<file path="config.mk">
export PLATFORM = sky130hd
export DESIGN_NAME = button_onehot_latch
export DESIGN_NICKNAME = d
export VERILOG_FILES = /design/src/rtl/button_pkg.sv /design/src/rtl/debounce_bit.sv /design/src/rtl/button_onehot_latch.sv
export SDC_FILE = /design/constraint.sdc
export NUM_CORES = 1
export LEC_CHECK = 0
export ABC_AREA = 0
export CORE_AREA = 2 2 52 54
export CTS_CLUSTER_SIZE = 16
export DETAILED_ROUTE_END_ITERATION = 8
export DIE_AREA = 0 0 54 56
export MAX_ROUTING_LAYER = met4
export PLACE_DENSITY_LB_ADDON = 0.1
export REMOVE_ABC_BUFFERS = 1
export SKIP_LAST_GASP = 1
export SYNTH_ARGS = -nofsm -noshare
export SYNTH_HDL_FRONTEND = slang
export SYNTH_SLANG_ARGS = --single-unit
</file>
<file path="constraint.sdc">
create_clock -name clk -period 1.6 [get_ports clk]
set_input_delay 0.32 -clock clk [delete_from_list [all_inputs] [get_ports clk]]
set_output_delay 0.32 -clock clk [all_outputs]
set_load 0.03 [all_outputs]
</file>
<file path="src/rtl/button_pkg.sv">
// Shared types and constants for the button one-hot latch front-end.
package button_pkg;

    localparam int N_LINES                 = 4;
    localparam int DEBOUNCE_CYCLES_DEFAULT = 4;

    typedef enum logic [1:0] {
        IDLE     = 2'd0,
        HOLD     = 2'd1,
        WAIT_REL = 2'd2
    } state_t;

    // Highest set bit wins: D3 has top priority over D0.
    function automatic logic [N_LINES-1:0] pick_highest(input logic [N_LINES-1:0] req);
        logic [N_LINES-1:0] grant;
        grant = '0;
        for (int i = 0; i < N_LINES; i++) begin
            if (req[i]) begin
                grant    = '0;
                grant[i] = 1'b1;
            end
        end
        return grant;
    endfunction

    // True when two or more request bits are set.
    function automatic logic more_than_one(input logic [N_LINES-1:0] req);
        return |(req & (req - 1'b1));
    endfunction

endpackage

</file>
<file path="src/rtl/debounce_bit.sv">
// One button line: two-flop synchroniser, debounce counter and rising-press detect.
module debounce_bit #(
    parameter int DEBOUNCE_CYCLES = 4
) (
    input  logic clk,
    input  logic rst,
    input  logic btn,
    output logic deb,
    output logic press
);

    localparam int            CW       = $clog2(DEBOUNCE_CYCLES + 1);
    localparam logic [CW-1:0] CNT_LAST = CW'(DEBOUNCE_CYCLES - 1);

    logic          s1;
    logic          s2;
    logic [CW-1:0] cnt;
    logic          update;

    // The debounced level flips on the cycle the counter has seen enough disagreeing samples.
    assign update = (s2 != deb) && (cnt == CNT_LAST);
    assign press  = update & s2;

    // Synchroniser, disagreement counter and debounced level.
    always_ff @(posedge clk) begin
        if (rst) begin
            s1  <= 1'b0;
            s2  <= 1'b0;
            deb <= 1'b0;
            cnt <= '0;
        end else begin
            s1 <= btn;
            s2 <= s1;
            if (s2 == deb) begin
                cnt <= '0;
            end else if (update) begin
                deb <= s2;
                cnt <= '0;
            end else begin
                cnt <= cnt + 1'b1;
            end
        end
    end

endmodule

</file>
<file path="src/rtl/button_onehot_latch.sv">
// Button front-end for the 4-to-2 encoder: latches one debounced press as a one-hot code.
//
// state    | meaning
// ---------+-----------------------------------------------------------
// IDLE     | waiting for a debounced press; outputs cleared
// HOLD     | code captured and presented; waiting for ack
// WAIT_REL | code dropped; waiting for every debounced line to go low
module button_onehot_latch
    import button_pkg::*;
#(
    parameter int DEBOUNCE_CYCLES = DEBOUNCE_CYCLES_DEFAULT
) (
    input  logic               clk,
    input  logic               rst,
    input  logic [N_LINES-1:0] btn,
    input  logic               ack,
    output logic [N_LINES-1:0] onehot,
    output logic               valid,
    output logic               multi_err
);

    logic [N_LINES-1:0] deb;
    logic [N_LINES-1:0] press;

    state_t             state;
    state_t             state_nx;
    logic [N_LINES-1:0] onehot_nx;
    logic               valid_nx;
    logic               multi_err_nx;

    for (genvar i = 0; i < N_LINES; i++) begin : g_line
        debounce_bit #(
            .DEBOUNCE_CYCLES(DEBOUNCE_CYCLES)
        ) u_deb (
            .clk  (clk),
            .rst  (rst),
            .btn  (btn[i]),
            .deb  (deb[i]),
            .press(press[i])
        );
    end

    // Next-state and next-output decode; the code is frozen outside IDLE.
    always_comb begin
        state_nx     = state;
        onehot_nx    = onehot;
        valid_nx     = valid;
        multi_err_nx = 1'b0;
        case (state)
            IDLE: begin
                if (|press) begin
                    onehot_nx    = pick_highest(press);
                    valid_nx     = 1'b1;
                    multi_err_nx = more_than_one(press);
                    state_nx     = HOLD;
                end
            end
            HOLD: begin
                if (ack) begin
                    onehot_nx = '0;
                    valid_nx  = 1'b0;
                    state_nx  = WAIT_REL;
                end
            end
            WAIT_REL: begin
                if (deb == '0) begin
                    state_nx = IDLE;
                end
            end
            default: begin
                onehot_nx = '0;
                valid_nx  = 1'b0;
                state_nx  = IDLE;
            end
        endcase
    end

    // State and registered outputs.
    always_ff @(posedge clk) begin
        if (rst) begin
            state     <= IDLE;
            onehot    <= '0;
            valid     <= 1'b0;
            multi_err <= 1'b0;
        end else begin
            state     <= state_nx;
            onehot    <= onehot_nx;
            valid     <= valid_nx;
            multi_err <= multi_err_nx;
        end
    end

endmodule

</file>
==> flow_metrics.py <==
metrics = {
    "run_status": {
        "status": "completed",
    },
    "synthesis": {
        "synthFlopType": "dfxtp_1",
        "synth_commonest_cells": "32 x dfxtp_1, 17 x nor2_1, 8 x ha_1, 8 x inv_1, 8 x nor2b_1",
        "synth_most_common_cell": "dfxtp_1",
        "syn_area_um2": 1250,
        "synth_top_area_cell": "dfxtp_1",
        "async_reset_ff_share_pct": 0,
        "avgSynthCellArea_um2": 9.94,
        "yosysSeqAreaShare_pct": 51.1,
        "netlist_top_cells_area": "dfxtp_1 51%, ha_1 8.0%, nor2_1 5.1%",
        "synth_edf_count": 0,
        "synth.distinct_cells": 30,
        "ys_ff_latch": 32,
        "ys_warn_count": 0,
        "syn_inst": 126,
        "yosysTopAreaCellShare_pct": 51.1,
    },
    "finish": {
        "final_area_um2": 1580,
        "diodes": 0,
        "nets": 169,
        "drive_above_1_share_pct": 20.0,
        "fill_cells": 209,
        "area_delta_synth_final_pct": 26.0,
    },
    "worst_setup_path": {
        "timing.rr.start": "g_line[3].u_deb.cnt[0]$_SDFF_PP0_",
        "worstPathRequired_ps": 1860,
        "r2r_cells": 6,
        "worstSetupStartpoint": "g_line[3].u_deb.cnt[0]$_SDFF_PP0_",
        "max_stage_delay_ps": 360,
        "cp-end-kind": "flop",
        "cpLargestDelayFamily": "adder cells",
        "crit_fanout": 3,
        "path_cells": "ha_2, ha_4, nand3b_1, buf_4, maj3_1, a21oi_2",
        "r2r-end": "multi_err$_SDFF_PP0_",
        "crit_type": "flop to flop",
        "cp-start-kind": "flop",
        "regToRegSetupSlack_ps": 80,
        "crit_path_top_delay_cell": "maj3_1",
        "worst-path-buf-inv": 1,
        "arrival_ps": 1780,
    },
    "global_route": {
        "antenna_found_initial": 0,
        "grt_max_degree": 19,
        "grt_pass1_vias": 872,
        "grt_overflow": 0,
        "grt_pass1_wl_um": 3460,
        "grtUsageTotal_pct": 16.2,
    },
    "pwr": {
        "power.density_nw_per_um2": 841,
        "total_power_mw": 1.33,
        "ir_worst_vdd_mv": 0.694,
        "p_leak_nw": 0.629,
    },
    "detailed_routing": {
        "post-route-drc-count": 0,
        "drt_pass1_iterations": 4,
        "wl_per_cell_um": 11.3,
        "ant_nets": 0,
        "via_count": 938,
        "drtIter0Drc": 7,
        "wirelength_um": 2090,
        "via_per_inst": 5.07,
    },
    "timing": {
        "tns_ps": 0,
        "relSlewSlack_pct": 72.1,
        "fin_crit_sh_pct": 94.8,
        "period_minus_slack_ps": 1520,
        "finClkSkew_ps": 8.57,
        "rsz0062_at_grt": "yes",
        "fin_ws_ps": 83.0,
        "fmax_ghz": 0.659,
        "slew_viol_final": 0,
        "final-setup-viol-count": 0,
        "final_hold_viol_count": 0,
        "tightest_slew_ps": 410,
    },
    "run": {
        "drv_cap": 0,
    },
    "place": {
        "gp_congestion": 0.793,
        "dp_hpwl_um": 1480,
        "io_buffer_count": 12,
        "pre_cts_ws_ps": -6.52,
        "place_area_um2": 1450,
    },
    "min_path": {
        "hp-class": "flop to flop",
        "min_to": "g_line[3].u_deb.cnt[0]$_SDFF_PP0_",
        "hold_start": "g_line[3].u_deb.cnt[0]$_SDFF_PP0_",
        "holdPathStages": 1,
    },
    "clock_network": {
        "path_clk_slew_ps": 90,
        "clock-sinks": 32,
        "cts_made_buffers": 5,
        "htree_levels": 2,
        "clkLatencyLatePin_ps": 320,
        "clockRootBuffer": "clkbuf_4",
        "ctsHoldBuffers": 0,
        "cts_tree": "yes",
        "cts_max_path_buffers": 2,
    },
    "floorplanning": {
        "die_w_um": 54,
        "coreArea_um2": 2430,
        "io_pins": 13,
        "num_rows": 18,
        "die_y_um": 56,
        "die_area_um2": 3020,
        "initial_core_util_pct": 51.5,
    },
}
==> logic make-up after synthesis <==
group	count (synthesis)	synth area share [%]
muxes	4	3.50
AOI/OAI and AO/OA	16	8.99
xor gates and xnor gates	4	2.80
buffers and inverters	10	3.00
adders and majority gates	9	8.79
DFF	32	51.1
and+or+nand+nor	51	21.8
==> stage by stage <==
| stage | instances | hold slack, ps | util [%] |
|---|---|---|---|
| 2_1_floorplan | 124 | 382 | - |
| 4_1_cts | 178 | 427 | 61.5 |
| 3_3_place_gp | 170 | 407 | 59.4 |
| 5_1_grt | 185 | 433 | 64.9 |
| 6_report | 185 | 410 | 64.9 |
| 3_5_place_dp | 170 | 414 | 59.4 |
==> state kept, by name, indices dropped and copies added (netlist names) <==
signal            cells
g_line.u_deb.s1       4
state                 2
multi_err             1
g_line.u_deb.deb      4
g_line.u_deb.cnt     12
g_line.u_deb.s2       4
onehot                4
valid                 1
==> repair_timing <==
item,4_1_cts,5_1_grt
gates resized for setup,6,9
setup endpoints to repair,6,4
pin swaps,0,4
buffers inserted,0,7
==> power breakdown <==
group | leakage (nW) | switching (mW) | internal, mW
logic | 0.335 | 0.0202 | 0.0327
registers | 0.261 | 0.00614 | 0.809
clock network | 0.0326 | 0.242 | 0.217
==> how the worst max path moves through the flow <==
stage	endpoint	slack, ps	depth (start not counted)
after CTS	state[0]$_SDFFE_PP0P_	30	6
after floorplan	onehot[0]$_SDFFE_PP0P_	250	6
after detailed placement	onehot[0]$_SDFFE_PP0P_	-7	5
after global routing	state[0]$_SDFFE_PP0P_	-40	6
after global placement	onehot[0]$_SDFFE_PP0P_	20	5
final	multi_err$_SDFF_PP0_	80	6
==> metal layers <==
| metal | track usage [%] | up-vias | wire length, um |
|---|---|---|---|
| met5 | - | - | 0 |
| li1 | - | 482 | - |
| met3 | 7.26 | 6 | 104 |
| met1 | 15.9 | 432 | 860 |
| met2 | 27.0 | 18 | 1090 |
| met4 | 6.43 | 0 | 40 |
==> layout by cell type (no fill, tap or decap), drive strengths merged <==
master          n
nor2b           8
nor3            3
o32ai           1
a22oi           1
buf            11
a2111oi         1
nand3b          5
clkdlybuf4s50   6
and3            1
maj3            1
dlygate4sd2     6
nand2           5
nand3           1
inv             8
clkbuf          8
ha              8
nand2b          5
a41oi           2
o21ai           4
dfxtp          32
nor2           18
mux2i           4
xnor2           4
a21oi           6
o21ba           1
or3             4
nor4            1
==> cell type report <==
| class | count | area (um^2) | share of cell area, % |
|---|---|---|---|
| Inverter | 8 | 30.0 | 1.90 |
| Tap cell | 30 | 37.5 | 2.38 |
| Clock buffer | 8 | 58.8 | 3.73 |
| Multi-Input combinational cell | 84 | 601 | 38.1 |
| Sequential cell | 32 | 643 | 40.8 |
| Timing Repair Buffer | 23 | 208 | 13.2 |
No activity file was read; power rests on OpenSTA's default activity.
